$ cat src/rtl/bcd2binary.sv
// Four-digit BCD to 14-bit binary converter.
// Reverse double-dabble, one shift step per clock.
module bcd2binary (
  input  logic        clk,
  input  logic        reset,
  input  logic        start,
  input  logic [3:0]  bcd3,
  input  logic [3:0]  bcd2,
  input  logic [3:0]  bcd1,
  input  logic [3:0]  bcd0,
  output logic [13:0] bin,
  output logic        ready,
  output logic        done_tick,
  output logic        err,
  output logic [3:0]  count,
  output logic [1:0]  state
);

  typedef enum logic [1:0] {
    IDLE = 2'd0,
    OP   = 2'd1,
    DONE = 2'd2
  } state_t;

  state_t      state_q;
  state_t      state_d;
  logic [15:0] bcd_work;
  logic [15:0] bcd_next;
  logic [13:0] bin_work;
  logic [13:0] bin_next;
  logic [29:0] shifted;
  logic        bad_digit;
  logic        last_step;

  assign bad_digit = (bcd3 > 4'd9) | (bcd2 > 4'd9) |
                     (bcd1 > 4'd9) | (bcd0 > 4'd9);
  assign last_step = (count == 4'd1);

  // One reverse double-dabble step: shift right, then correct digits >= 8
  always_comb begin
    shifted  = {bcd_work, bin_work} >> 1;
    bin_next = shifted[13:0];
    bcd_next = shifted[29:14];
    for (int i = 0; i < 4; i++) begin
      if (shifted[14 + 4*i +: 4] >= 4'd8)
        bcd_next[4*i +: 4] = shifted[14 + 4*i +: 4] - 4'd3;
    end
  end

  // State register
  always_ff @(posedge clk or negedge reset) begin
    if (!reset) state_q <= IDLE;
    else        state_q <= state_d;
  end

  // Next-state logic; the unused encoding falls back to IDLE
  always_comb begin
    state_d = state_q;
    unique case (state_q)
      IDLE: begin
        if (start) state_d = bad_digit ? DONE : OP;
      end
      OP: begin
        if (last_step) state_d = DONE;
      end
      DONE:    state_d = IDLE;
      default: state_d = IDLE;
    endcase
  end

  // Working registers, iteration counter and posted result
  always_ff @(posedge clk or negedge reset) begin
    if (!reset) begin
      bcd_work <= '0;
      bin_work <= '0;
      count    <= '0;
      bin      <= '0;
      err      <= 1'b0;
    end else begin
      case (state_q)
        IDLE: begin
          if (start) begin
            if (bad_digit) begin
              bin <= '0;
              err <= 1'b1;
            end else begin
              bcd_work <= {bcd3, bcd2, bcd1, bcd0};
              bin_work <= '0;
              count    <= 4'd14;
            end
          end
        end
        OP: begin
          bcd_work <= bcd_next;
          bin_work <= bin_next;
          count    <= count - 4'd1;
          if (last_step) begin
            bin <= bin_next;
            err <= 1'b0;
          end
        end
        default: ;
      endcase
    end
  end

  assign ready     = (state_q == IDLE);
  assign done_tick = (state_q == DONE);
  assign state     = state_q;

endmodule

$ cat config.mk
export PLATFORM = sky130hd
export DESIGN_NAME = bcd2binary
export DESIGN_NICKNAME = d
export VERILOG_FILES = /design/src/rtl/bcd2binary.sv
export SDC_FILE = /design/constraint.sdc
export NUM_CORES = 1
export LEC_CHECK = 0
export CAP_MARGIN = 20
export CORE_MARGIN = 2
export CORE_UTILIZATION = 55
export DETAILED_ROUTE_END_ITERATION = 16
export DONT_BUFFER_PORTS = 1
export HOLD_SLACK_MARGIN = 0.03
export PLACE_DENSITY = 0.8
export SLEW_MARGIN = 10
export SYNTH_ARGS = -nofsm -noshare
export SYNTH_HDL_FRONTEND = slang
export SYNTH_SLANG_ARGS = --single-unit
$ cat constraint.sdc
create_clock -name clk -period 1.7 [get_ports clk]
set_input_delay 0.17 -clock clk [delete_from_list [all_inputs] [get_ports clk]]
set_output_delay 0.17 -clock clk [all_outputs]
set_load 0.03 [all_outputs]
==> run metrics, run 1 <==
Top Ports=42; GRT met3 Usage=7.12%; Required @ worst endpoint=1.90 ns; Chip Height=69.2 µm; Tightest Hold Check Type=in2reg; Fill cells=319; arrival time of the worst setup path=1.83 ns; Cells after Synth=212; largest net degree at the start of global routing=51; initial core utilization=57.6%; routing usage on met2=33.8%; Crit Path Class=reg2reg; design area=2650 µm²; DRT Wirelength=5.37 mm; WHS Endpoint=bcd_work[7]$_DFFE_PN0P_; period utilisation layout=96.2%; number of flops mapped to enable cells by yosys=0; Top Usage Layer GRT=met1; Die Footprint=4780 µm²; vias in the first global route=1737; Crit path buffers/inverters=2; placed insts=265; 1st-iter DRT viols=226; routed via count=1799; R2R cell count=8; Syn Area/Cell=11.0 µm²; relative slew slack=71.4%; total core area=4060 µm²; Critical Path End Type=register; Antenna Diode Count=0; Inserted Clock Buffers=5; skew final=0.00645 ns; Max Cap Violations=0; CTS Sinks=50; status=completed; Worst Hold Launch=bcd1[3]; final antenna-violating net count=0; HPWL after detailed placement=3.56 mm; Synth cell types=36; Seq. cell area=1250 µm²; r2r endpoint=bin[13]$_DFFE_PN0P_; H-Tree Depth=2; clock slew at reported path FFs=0.09 ns; PwrDens=1580 nW/µm²; total track usage=23.5%; CP top delay family=simple AND/OR/NAND/NOR gates; Max Fclk=0.612 GHz; Worst setup SP type=register; post-synthesis net count=239; Critical Path Fanout Max=8; Main synth FF type=dfrtp_1; CP max stage cell=dfrtp_2; yosys warns=0; static leakage=0.00122 µW; instance area at placement=2460 µm²; vias per inst=6.49; count of input and output buffers=0; CTS Root Cell=clkbuf_8; Worst path max stage delay=0.42 ns; R2R setup slack=0.07 ns; global-route wire length before repair=8.97 mm; WHS=0.0524 ns; Placer Congestion=0.786; met1 usage=34.5%; TritonRoute pass-1 iters=4; initial antenna violation count=0; synthesis-stage register bit count=50; CTS tree=done; post-synthesis sequential area ratio=53.6%; GR Overflow Total=0; clk_lat worst skew=0.31 ns; peak supply drop=0.823 mV; crit-path cells=inv_2 > ha_1 > nor3b_4 > nand2_1 > o21ai_2 > nand2_2 > buf_6 > a32o_1; multi-input logic area=975 µm²; Hold Crit Depth=2; R2R Path Start=count[1]$_DFFE_PN0P_; Finished Layout Cells=277; measured slew at the worst slew-check pin=0.430 ns; # DRC=0; Final Hold Fails=0; minimum clock period=1.63 ns; Pins Over Slew Limit=0; Post-Syn Area=2340 µm²; DIE WIDTH=69.2 µm; clk buf depth=2; nets=253; final core occ=65.3%; final setup fails=0; share of cells above drive strength 1=15.9%; total power=4190 µW; DR WL/cell=19.4 µm; ys async rst share=100%; area delta synth->final=13.4%; FP Rows=23
registers in the layout, summed over array words and instances, names as in the netlist:
register,flops
bcd_work,16
err,1
bin,14
state,2
bin_work,13
count,4
stage by stage:
step | setup WS (ns) | TNS [ns]
global placement | 0.137 | 0
detailed placement | 0.0494 | 0
floorplan | 0.0266 | 0
finish | 0.0654 | 0
global route | -0.0316 | -0.250
CTS | 0.0210 | 0
worst max path at each step:
stage,from,endpoint,depth (start not counted)
after CTS,count[1]$_DFFE_PN0P_,bin[13]$_DFFE_PN0P_,8
after floorplan,count[1]$_DFFE_PN0P_,bin[0]$_DFFE_PN0P_,7
after global placement,count[1]$_DFFE_PN0P_,bin[13]$_DFFE_PN0P_,8
after detailed placement,count[1]$_DFFE_PN0P_,bin[13]$_DFFE_PN0P_,8
after global routing,count[1]$_DFFE_PN0P_,bin[13]$_DFFE_PN0P_,8
final,count[1]$_DFFE_PN0P_,bin[13]$_DFFE_PN0P_,8
synthesized netlist by cell type (5+ instances only):
| master | n | area, µm² |
|---|---|---|
| inv_1 | 10 | 37.5 |
| a22o_1 | 26 | 228 |
| o22ai_1 | 12 | 75.1 |
| nand3_1 | 5 | 25.0 |
| dfrtp_1 | 50 | 1250 |
| o21ai_0 | 10 | 50.1 |
| nand2_1 | 13 | 48.8 |
| buf_2 | 6 | 30.0 |
| a21oi_1 | 11 | 55.1 |
| ha_1 | 8 | 100 |
| nor2_1 | 5 | 18.8 |
| o21ai_1 | 8 | 40.0 |
cells in the final DEF, fill, tap and decap left out, drive strengths merged, types with 4 or more instances in the layout:
master | synthesis | routed
clkbuf | 3 | 5
nand3 | 5 | 5
a22oi | 4 | 4
dfrtp | 50 | 50
nor2 | 6 | 6
inv | 11 | 12
o22ai | 12 | 12
a22o | 26 | 26
o21ai | 19 | 19
nand2 | 13 | 13
ha | 8 | 8
a21oi | 11 | 11
buf | 10 | 19
metal layers:
layer  vias to the layer above  wire [µm]
met3                         7        423
met2                        78       2550
met5                         -          0
met1                       903       2300
li1                        811          -
met4                         0         88
cells by family (layout without fill, tap and decap cells):
family / count (synthesis) / count (layout) / share of synthesized area [%]
compound gates: 87 / 87 / 26.2
xor+xnor: 6 / 6 / 2.25
fa+ha+maj: 8 / 8 / 4.29
buf+inv: 24 / 39 / 5.46
flops: 50 / 50 / 53.6
mux: 3 / 3 / 1.29
simple gates: 34 / 34 / 6.96
layout make-up:
class                           instances  share of cell area [%]
Clock buffer                            5                    2.60
Sequential cell                        50                    47.3
Tap cell                               50                    2.36
Multi-Input combinational cell        138                    36.8
Inverter                               11                    1.56
Timing Repair Buffer                   20                    7.60
Clock inverter                          3                    1.79
worst reg2reg max path: stages, from the launching register on:
cell     delay, ns
dfrtp_2       0.42
inv_2         0.07
ha_1          0.14
nor3b_4       0.22
nand2_1       0.10
o21ai_2       0.10
nand2_2       0.10
buf_6         0.17
a32o_1        0.20
power breakdown:
group | total (µW) | switching (µW) | internal (µW)
sequential | 1900 | 381 | 1520
clock | 867 | 420 | 447
combinational | 1420 | 776 | 648
total | 4190 | 1580 | 2610
timing repair:
| item | CTS | global route |
|---|---|---|
| setup buffers | 0 | 1 |
| resized for setup | 0 | 7 |
| hold buffers | 2 | 0 |
| hold endpoints to repair | 50 | 0 |
| setup endpoints to repair | 0 | 14 |
No activity file was read; power rests on OpenSTA's default activity.
==> run 2, diff against run 1 <==
Settings changed: CORE_UTILIZATION 55 to 56, PLACE_DENSITY 0.8 to 0.81.
Clock period 1.7 ns to 1.5 ns, I/O delays scaled along.
==> run metrics, run 2 (synthesized netlist as in run 1, its figures left out) <==
status=finished with violations; failing checks=negative setup slack; TritonRoute pass-1 iters=4 (unchanged); total core area=4000 µm² (-1.4%); Final Hold Fails=0 (unchanged); Largest Register=bcd_work; CTS Sinks=50 (unchanged); crit path to=bin[13]$_DFFE_PN0P_; period utilisation layout=102% (+6.3 points); R2R Path Start=count[1]$_DFFE_PN0P_; arrival time of the worst setup path=1.74 ns (-0.09 ns); Largest regs=bcd_work x16, bin x14, bin_work x13; 1st-iter DRT viols=148 (-35%); skew final=0.0141 ns (+0.00765 ns); setup ws final=-0.0367 ns (-0.102 ns); Chip Height=68.6 µm (-0.85%); nets=266 (+5.1%); top sig layer=met4; Placer Congestion=0.806 (+2.5%); WL met1=2.47 mm (+7.4%); R2R cell count=7 (-1); clk_lat worst skew=0.31 ns (about the same); most common cell after layout, fill and taps aside=dfrtp_1; setup TNS=-0.0995 ns (-0.0995 ns); CTS Root Cell=clkbuf_8; relative slew slack=77.1% (+5.7 points); DR WL met3=441 µm (+4.3%); Die Footprint=4700 µm² (-1.7%); clock slew at reported path FFs=0.10 ns (about the same); Top Ports=42 (unchanged); area delta synth->final=20.1%; clk buf depth=2 (unchanged); H-Tree Depth=2 (unchanged); R2R setup slack=-0.04 ns (-0.10 ns); Critical Path Fanout Max=8 (unchanged); Crit Path Class=reg2reg; FP Rows=23 (unchanged); largest net degree at the start of global routing=51 (unchanged); most frequent cells in the layout=46 x dfrtp_1, 26 x a22o_1, 25 x buf_4, 12 x o22ai_1; r2r endpoint=bin[13]$_DFFE_PN0P_; Max Cap Violations=0 (unchanged); met2 routed WL=2.64 mm (+3.4%); global-route wire length before repair=9.00 mm (+0.38%); Sw Pwr=1880 µW (+19%); GR Overflow Total=0 (unchanged); Tightest Hold Check Type=in2reg; count of input and output buffers=0 (unchanged); Pins Over Slew Limit=0 (unchanged); switching share of power=37.7% (+0.11 points); share of cells above drive strength 1=22.5% (+6.6 points); Antenna Diode Count=0 (unchanged); # DRC=0 (unchanged); sequential share of power=43.6% (-1.7 points); routed via count=1845 (+2.6%); DIE WIDTH=68.6 µm (-0.85%); Max Fclk=0.651 GHz (+6.4%); static leakage=0.00130 µW (+5.9%); Finished Layout Cells=290 (+4.7%); final setup fails=8 (+8); vias in the first global route=1750 (+0.75%); HPWL after detailed placement=3.57 mm (+0.26%); Internal=3100 µW (+19%); minimum clock period=1.54 ns (-0.0979 ns); max reg flops=16 (unchanged); Comb pwr share=36.7% (+2.7 points); peak supply drop=1.25 mV (+52%); Inserted Clock Buffers=5 (unchanged); total track usage=25.9% (+2.4 points); RSZ-0062 raised after global routing=yes; Worst setup SP type=register; final core occ=70.1% (+4.8 points); vias per inst=6.36 (-2.0%); placed insts=272 (+2.6%); Clock power frac=19.7% (-1.0 points); Required @ worst endpoint=1.70 ns (-0.20 ns); PwrDens=1780 nW/µm² (+12%); instance area at placement=2540 µm² (+3.1%); CTS tree=done; WHS=0.0381 ns (-0.0143 ns); DRT Wirelength=5.58 mm (+4.0%); measured slew at the worst slew-check pin=0.344 ns (-0.0859 ns); Critical Path Start=count[1]$_DFFE_PN0P_; final antenna-violating net count=0 (unchanged); DR WL/cell=19.3 µm (-0.62%); design area=2810 µm² (+5.9%); initial core utilization=58.4% (+0.83 points); Critical Path End Type=register; initial antenna violation count=0 (unchanged)
-- run 2: area by class of cell --
cell class	count	area [µm²]
inverter	11	46.3
multi-input combinational	139	1020
timing repair buffer	32	308
clock inverter	3	47.5
sequential	50	1260
tap	50	62.6
clock buffer	5	68.8
fill	270	1190
-- run 2: layer usage --
metal	vias up	GRT usage (%)
met5	-	0
li1	845	-
met1	917	39.7
met2	79	37.6
met4	0	5.25
met3	4	6.01
-- run 2: critical path, cell delays in order, from the launching register on --
cell	delay (ns)
dfrtp_2	0.43
inv_2	0.08
ha_4	0.13
nor3b_4	0.24
nand2_2	0.10
o21ai_4	0.11
nand2_4	0.13
a32o_1	0.23
-- run 2: worst min path at each step --
stage                     startpoint                  endpoint  cells past startpoint
final                        bcd1[3]   bcd_work[7]$_DFFE_PN0P_                      2
after global routing         bcd1[3]   bcd_work[7]$_DFFE_PN0P_                      2
after CTS                    bcd0[3]   bcd_work[3]$_DFFE_PN0P_                      2
after detailed placement       reset  bcd_work[14]$_DFFE_PN0P_                      0
after global placement         reset  bcd_work[15]$_DFFE_PN0P_                      0
after floorplan                reset   bcd_work[0]$_DFFE_PN0P_                      0
-- run 2: what timing repair did --
item / CTS / global route
buffers inserted: 2 / 5
endpoints found under the setup margin: 15 / 17
hold endpoints to repair: 50 / 0
gates cloned: 1 / 0
resized for setup: 8 / 3
pin swaps: 5 / 8
hold buffers: 2 / 0
-- run 2: power by group through the flow --
stage	Combinational, µW	Clock [µW]	Sequential [µW]
after global routing	2040	1050	2210
after global placement	1550	0	2140
after CTS	1720	991	2150
after detailed placement	1600	0	2160
after floorplan	1100	0	2180
final	1830	983	2170
-- run 2: stage by stage --
| stage | setup WS [ns] | power [µW] |
|---|---|---|
| floorplan | -0.0849 | 3280 |
| global placement | -0.00890 | 3680 |
| detailed placement | -0.120 | 3760 |
| CTS | 0.0165 | 4860 |
| global route | -0.0904 | 5300 |
| finish | -0.0367 | 4980 |
